==> src/rtl/hazard_ctrl.sv <==
// Pipeline hazard controller: operand forwarding, load-use stall, branch flush,
// and a two-state sequencer that holds the front end while a multicycle op occupies stage C.
module hazard_ctrl #(
  parameter int ADDR_WIDTH = 5,
  parameter int MC_LATENCY = 4,
  parameter int CNT_WIDTH  = 16
) (
  input  logic                  clk,
  input  logic                  rst_n,
  input  logic [ADDR_WIDTH-1:0] Rs1BH,
  input  logic [ADDR_WIDTH-1:0] Rs2BH,
  input  logic [ADDR_WIDTH-1:0] Rs1CH,
  input  logic [ADDR_WIDTH-1:0] Rs2CH,
  input  logic [ADDR_WIDTH-1:0] RdCH,
  input  logic                  MemReadCH,
  input  logic                  MultiCycleCH,
  input  logic                  PCSrcCH,
  input  logic [ADDR_WIDTH-1:0] RdDH,
  input  logic                  RegWriteDH,
  input  logic [ADDR_WIDTH-1:0] RdEH,
  input  logic                  RegWriteEH,
  output logic [1:0]            ForwardAH,
  output logic [1:0]            ForwardBH,
  output logic                  StallAH,
  output logic                  StallBH,
  output logic                  StallCH,
  output logic                  FlushBH,
  output logic                  FlushCH,
  output logic                  FlushDH,
  output logic                  BusyH,
  output logic [CNT_WIDTH-1:0]  StallCntH
);

  typedef enum logic {IDLE, BUSY} state_t;

  localparam logic [7:0] MC_LOAD  = 8'(MC_LATENCY - 2);
  localparam bit         MC_MULTI = (MC_LATENCY > 1);

  state_t     state, nextState;
  logic [7:0] cnt, nextCnt;
  logic       mcStall, loadUse;
  logic       stallA, stallB, stallC, flushB, flushC, flushD;
  logic [1:0] fwdA, fwdB;

  always_comb begin
    fwdA = 2'b00;
    if (RegWriteDH && RdDH != '0 && RdDH == Rs1CH)      fwdA = 2'b10;
    else if (RegWriteEH && RdEH != '0 && RdEH == Rs1CH) fwdA = 2'b01;
    fwdB = 2'b00;
    if (RegWriteDH && RdDH != '0 && RdDH == Rs2CH)      fwdB = 2'b10;
    else if (RegWriteEH && RdEH != '0 && RdEH == Rs2CH) fwdB = 2'b01;
  end

  always_comb begin
    nextState = state;
    nextCnt   = cnt;
    mcStall   = 1'b0;
    stallA    = 1'b0;
    stallB    = 1'b0;
    stallC    = 1'b0;
    flushB    = 1'b0;
    flushC    = 1'b0;
    flushD    = 1'b0;
    loadUse   = MemReadCH && RdCH != '0 && (RdCH == Rs1BH || RdCH == Rs2BH);
    case (state)
      IDLE: if (MultiCycleCH && MC_MULTI) begin
        mcStall   = 1'b1;
        nextState = BUSY;
        nextCnt   = MC_LOAD;
      end
      BUSY: if (cnt != '0) begin
        mcStall = 1'b1;
        nextCnt = cnt - 8'd1;
      end else begin
        // Release cycle: the op leaves C, so MultiCycleCH is ignored here.
        nextState = IDLE;
      end
    endcase
    if (mcStall) begin
      stallA = 1'b1;
      stallB = 1'b1;
      stallC = 1'b1;
      flushD = 1'b1;
    end else if (PCSrcCH) begin
      flushB = 1'b1;
      flushC = 1'b1;
    end else if (state == IDLE && loadUse) begin
      stallA = 1'b1;
      stallB = 1'b1;
      flushC = 1'b1;
    end
  end

  assign ForwardAH = rst_n ? fwdA : 2'b00;
  assign ForwardBH = rst_n ? fwdB : 2'b00;
  assign StallAH   = rst_n & stallA;
  assign StallBH   = rst_n & stallB;
  assign StallCH   = rst_n & stallC;
  assign FlushBH   = rst_n & flushB;
  assign FlushCH   = rst_n & flushC;
  assign FlushDH   = rst_n & flushD;
  assign BusyH     = rst_n & (state == BUSY);

  always_ff @(posedge clk or negedge rst_n) begin
    if (!rst_n) begin
      state <= IDLE;
      cnt   <= '0;
    end else begin
      state <= nextState;
      cnt   <= nextCnt;
    end
  end

  always_ff @(posedge clk or negedge rst_n) begin
    if (!rst_n)
      StallCntH <= '0;
    else if ((StallCH || StallBH) && StallCntH != '1)
      StallCntH <= StallCntH + CNT_WIDTH'(1);
  end

endmodule

==> config.mk <==
export PLATFORM = sky130hd
export DESIGN_NAME = hazard_ctrl
export DESIGN_NICKNAME = d
export VERILOG_FILES = /design/src/rtl/hazard_ctrl.sv
export SDC_FILE = /design/constraint.sdc
export NUM_CORES = 1
export LEC_CHECK = 0
export BUFFER_PORTS_ARGS = -buffer_cell sky130_fd_sc_hd__buf_2
export CAP_MARGIN = 10
export CORE_AREA = 4 4 64 66
export CTS_CLUSTER_DIAMETER = 60
export DETAILED_ROUTE_END_ITERATION = 10
export DIE_AREA = 0 0 68 70
export GPL_TIMING_DRIVEN = 0
export PLACE_DENSITY = 0.78
export SYNTH_ARGS = -nofsm -noshare
export SYNTH_HDL_FRONTEND = slang
export SYNTH_SLANG_ARGS = --single-unit
==> constraint.sdc <==
create_clock -name clk -period 3.1 [get_ports clk]
set_input_delay 0.31 -clock clk [delete_from_list [all_inputs] [get_ports clk]]
set_output_delay 0.31 -clock clk [all_outputs]
set_load 0.1 [all_outputs]
==> impl_metrics.json <==
{
  "p_per_area_nw_per_um2": 819,
  "power.leakage_nw": 0.989,
  "rows": 22,
  "synthMuxAreaShare_pct": 1.28,
  "cp-start-kind": "flop",
  "synth_xor_area_share_pct": 23.8,
  "r2r_start": "cnt[4]",
  "ys_types": 36,
  "drive_gt1_share_pct": 36.9,
  "coreArea_um2": 3580,
  "setup-violations-final": 0,
  "whs_ns": 0.304,
  "syn_inst": 170,
  "finalClockSkew_ns": 0.00734,
  "firstDrtPassIters": 4,
  "async_flop_share_pct": 100,
  "cts.repair.resized": 0,
  "avgViaCountPerCell": 5.05,
  "grt_usage_pct": 16.2,
  "cp_cell_sequence": "or4_4 -> o41ai_4 -> and2_2 -> nand2_1 -> nor2_2 -> buf_2",
  "grt_pass1_wl_mm": 6.24,
  "cts_tree": "built",
  "placed_area_um2": 2090,
  "crit_fanout": 7,
  "status": "finished, final reports clean",
  "htree_levels": 1,
  "ys.flop_type": "dfrtp_1",
  "grt_pass1_vias": 1480,
  "fin_crit_ns": 2.94,
  "cts_setup_buffers": 0,
  "synth_compound_area_share_pct": 8.39,
  "die_h_um": 70,
  "critPathMaxStageDelay_ns": 0.58,
  "period_share_pct": 94.9,
  "final_area_um2": 2140,
  "antenna_found_initial": 0,
  "yosysTopAreaCell": "dfrtp_1",
  "reg2reg_depth": 8,
  "place_congestion": 0.779,
  "synth_seq_area_share_pct": 37.8,
  "ys_seq_elements": 25,
  "antenna_left": 0,
  "hold_viol_final": 0,
  "initialDrtViolationCount": 48,
  "cts_root_buf": "clkbuf_4",
  "grt_max_degree": 19,
  "wl_mm": 3.71,
  "dp_slack_ns": 0.458,
  "r2r-end": "StallCntH[3]",
  "io_buffers": 68,
  "final_max_slew_viol_count": 0,
  "ys_warn_count": 0,
  "synth-adder-area-share_pct": 2.27,
  "synth_edf_count": 0,
  "setup_ws_ns": 0.159,
  "crit_end": "FlushCH",
  "grt_overflow": 0,
  "n_antenna_cell": 0,
  "insertion_delay_ns": 0.32,
  "avgSynthCellArea_um2": 9.74,
  "worstMarginPinSlew_ns": 0.641,
  "start_util_pct": 46.3,
  "wl_per_cell_um": 12.7,
  "rsz0062_at_grt": "false",
  "critical_path_class": "reg -> out",
  "worst_ep_required_time_ns": 2.79,
  "endpoint_kind": "output port",
  "clk_pin_slew_ns": 0.14,
  "die_w_um": 68,
  "cts_hold_buf": 2,
  "yosys-top-cells-area": "dfrtp_1 38%, xnor2_1 16%, xor2_1 7.9%",
  "cp.arrival_ns": 2.63,
  "areaGrowthSynthToFinish_pct": 29.3,
  "die_area_um2": 4760,
  "netlist.area_leader.share_pct": 37.8,
  "synth-simple-area-share_pct": 23.3,
  "ir_worst_vdd_mv": 0.813,
  "crit_start": "cnt[4]",
  "fmax_mhz": 340,
  "slew_headroom_pct": 57.1,
  "maxCapViolCount": 0,
  "drcViolationCount": 0,
  "slowest_stage": "or4_4",
  "hold_class": "in -> reg",
  "cts_buffer_depth": 2,
  "io_pins": 69,
  "synth_top_family_by_area": "XOR/XNOR gates",
  "r2r_setup_slack_ns": 0.67,
  "nets": 290,
  "syn_nets": 215,
  "netlist_area_um2": 1660,
  "cts_sinks": 25,
  "cts_buffers": 3,
  "num_vias": 1474,
  "place_hpwl_mm": 3.07
}
-- cell type report --
| cell class | instances | area [um2] |
|---|---|---|
| Fill cell | 351 | 1440 |
| Multi-Input combinational cell | 136 | 1010 |
| Sequential cell | 25 | 626 |
| Timing Repair Buffer | 70 | 360 |
| Tap cell | 48 | 60.1 |
| Buffer | 3 | 30.0 |
| Clock buffer | 3 | 22.5 |
| Inverter | 6 | 22.5 |
| Clock inverter | 1 | 7.51 |
-- synth_stat cells, drive strengths merged, types with 2 or more instances --
cell	instances
nor4	5
nand2	17
inv	6
ha	3
nand3	10
o21ai	4
nor2	8
or4	7
nor3	3
and2	4
a21oi	3
o211ai	3
dfrtp	25
and3	2
xnor2	30
buf	3
nand4	9
xor2	15
-- stage by stage --
stage          instances  util, %  power [mW]  TNS [ns]
5_1_grt              292     59.8        1.87         0
4_1_cts              292     59.8        1.77         0
6_report             292     59.8        1.75         0
3_5_place_dp         286     58.4        1.62         0
2_1_floorplan        170        -        1.41    -0.307
3_3_place_gp         286     58.4        1.60         0
-- layout by cell type (no fill, tap or decap), drive strengths merged, types with 2 or more instances in the layout --
cell type	Yosys	final
ha	3	3
a21oi	3	3
dlygate4sd3	0	2
nor4	5	5
o21ai	4	4
inv	6	6
dfrtp	25	25
and2	4	4
or4	7	7
nand4	9	9
and3	2	2
xor2	15	15
clkbuf	0	3
nor3	3	3
o211ai	3	3
xnor2	30	30
nor2	8	8
nand3	10	10
buf	3	71
nand2	17	17
-- kinds of logic (layout without fill, tap and decap cells) --
kind of cell               Yosys count  in the layout
adders and majority gates            3              3
buffers and inverters                9             83
and+or+nand+nor                     70             70
DFF                                 25             25
AOI/OAI and AO/OA                   16             16
xor gates and xnor gates            45             45
muxes                                2              2
-- worst min-delay path by stage --
stage | start | end | slack [ns] | cells after the start
floorplan | rst_n | StallCntH[0] | 0.01 | 0
global placement | rst_n | StallCntH[3] | 0.36 | 1
detailed placement | rst_n | StallCntH[0] | 0.36 | 1
CTS | MultiCycleCH | cnt[4] | 0.30 | 3
global route | MultiCycleCH | cnt[4] | 0.36 | 3
finish | MultiCycleCH | cnt[4] | 0.30 | 3
-- worst max-delay path: cells and delay by family, from the launching register on --
family / cells / cell delay, ns
flops: 1 / 0.44
buf+inv: 1 / 0.43
simple gates: 4 / 1.05
compound gates: 1 / 0.40
-- layer usage --
metal  vias up  global-route usage (%)  part of all wire [%]
li1        746                       -                     -
met1       680                    20.4                    42
met2        40                    28.5                    51
met3         8                    2.09                   5.8
met4         0                    3.97                   1.7
met5         -                       0                     0
-- state kept, by name (all words and copies together), names as in the netlist --
signal     flops
StallCntH     16
cnt            8
state          1
-- power breakdown --
part | internal [mW] | switching, mW | leakage [nW] | total (mW)
sequential | 0.428 | 0.128 | 0.314 | 0.556
combinational | 0.285 | 0.766 | 0.661 | 1.05
clock | 0.0492 | 0.0970 | 0.0139 | 0.146
Note: power is estimated with default switching activity, not from simulation.
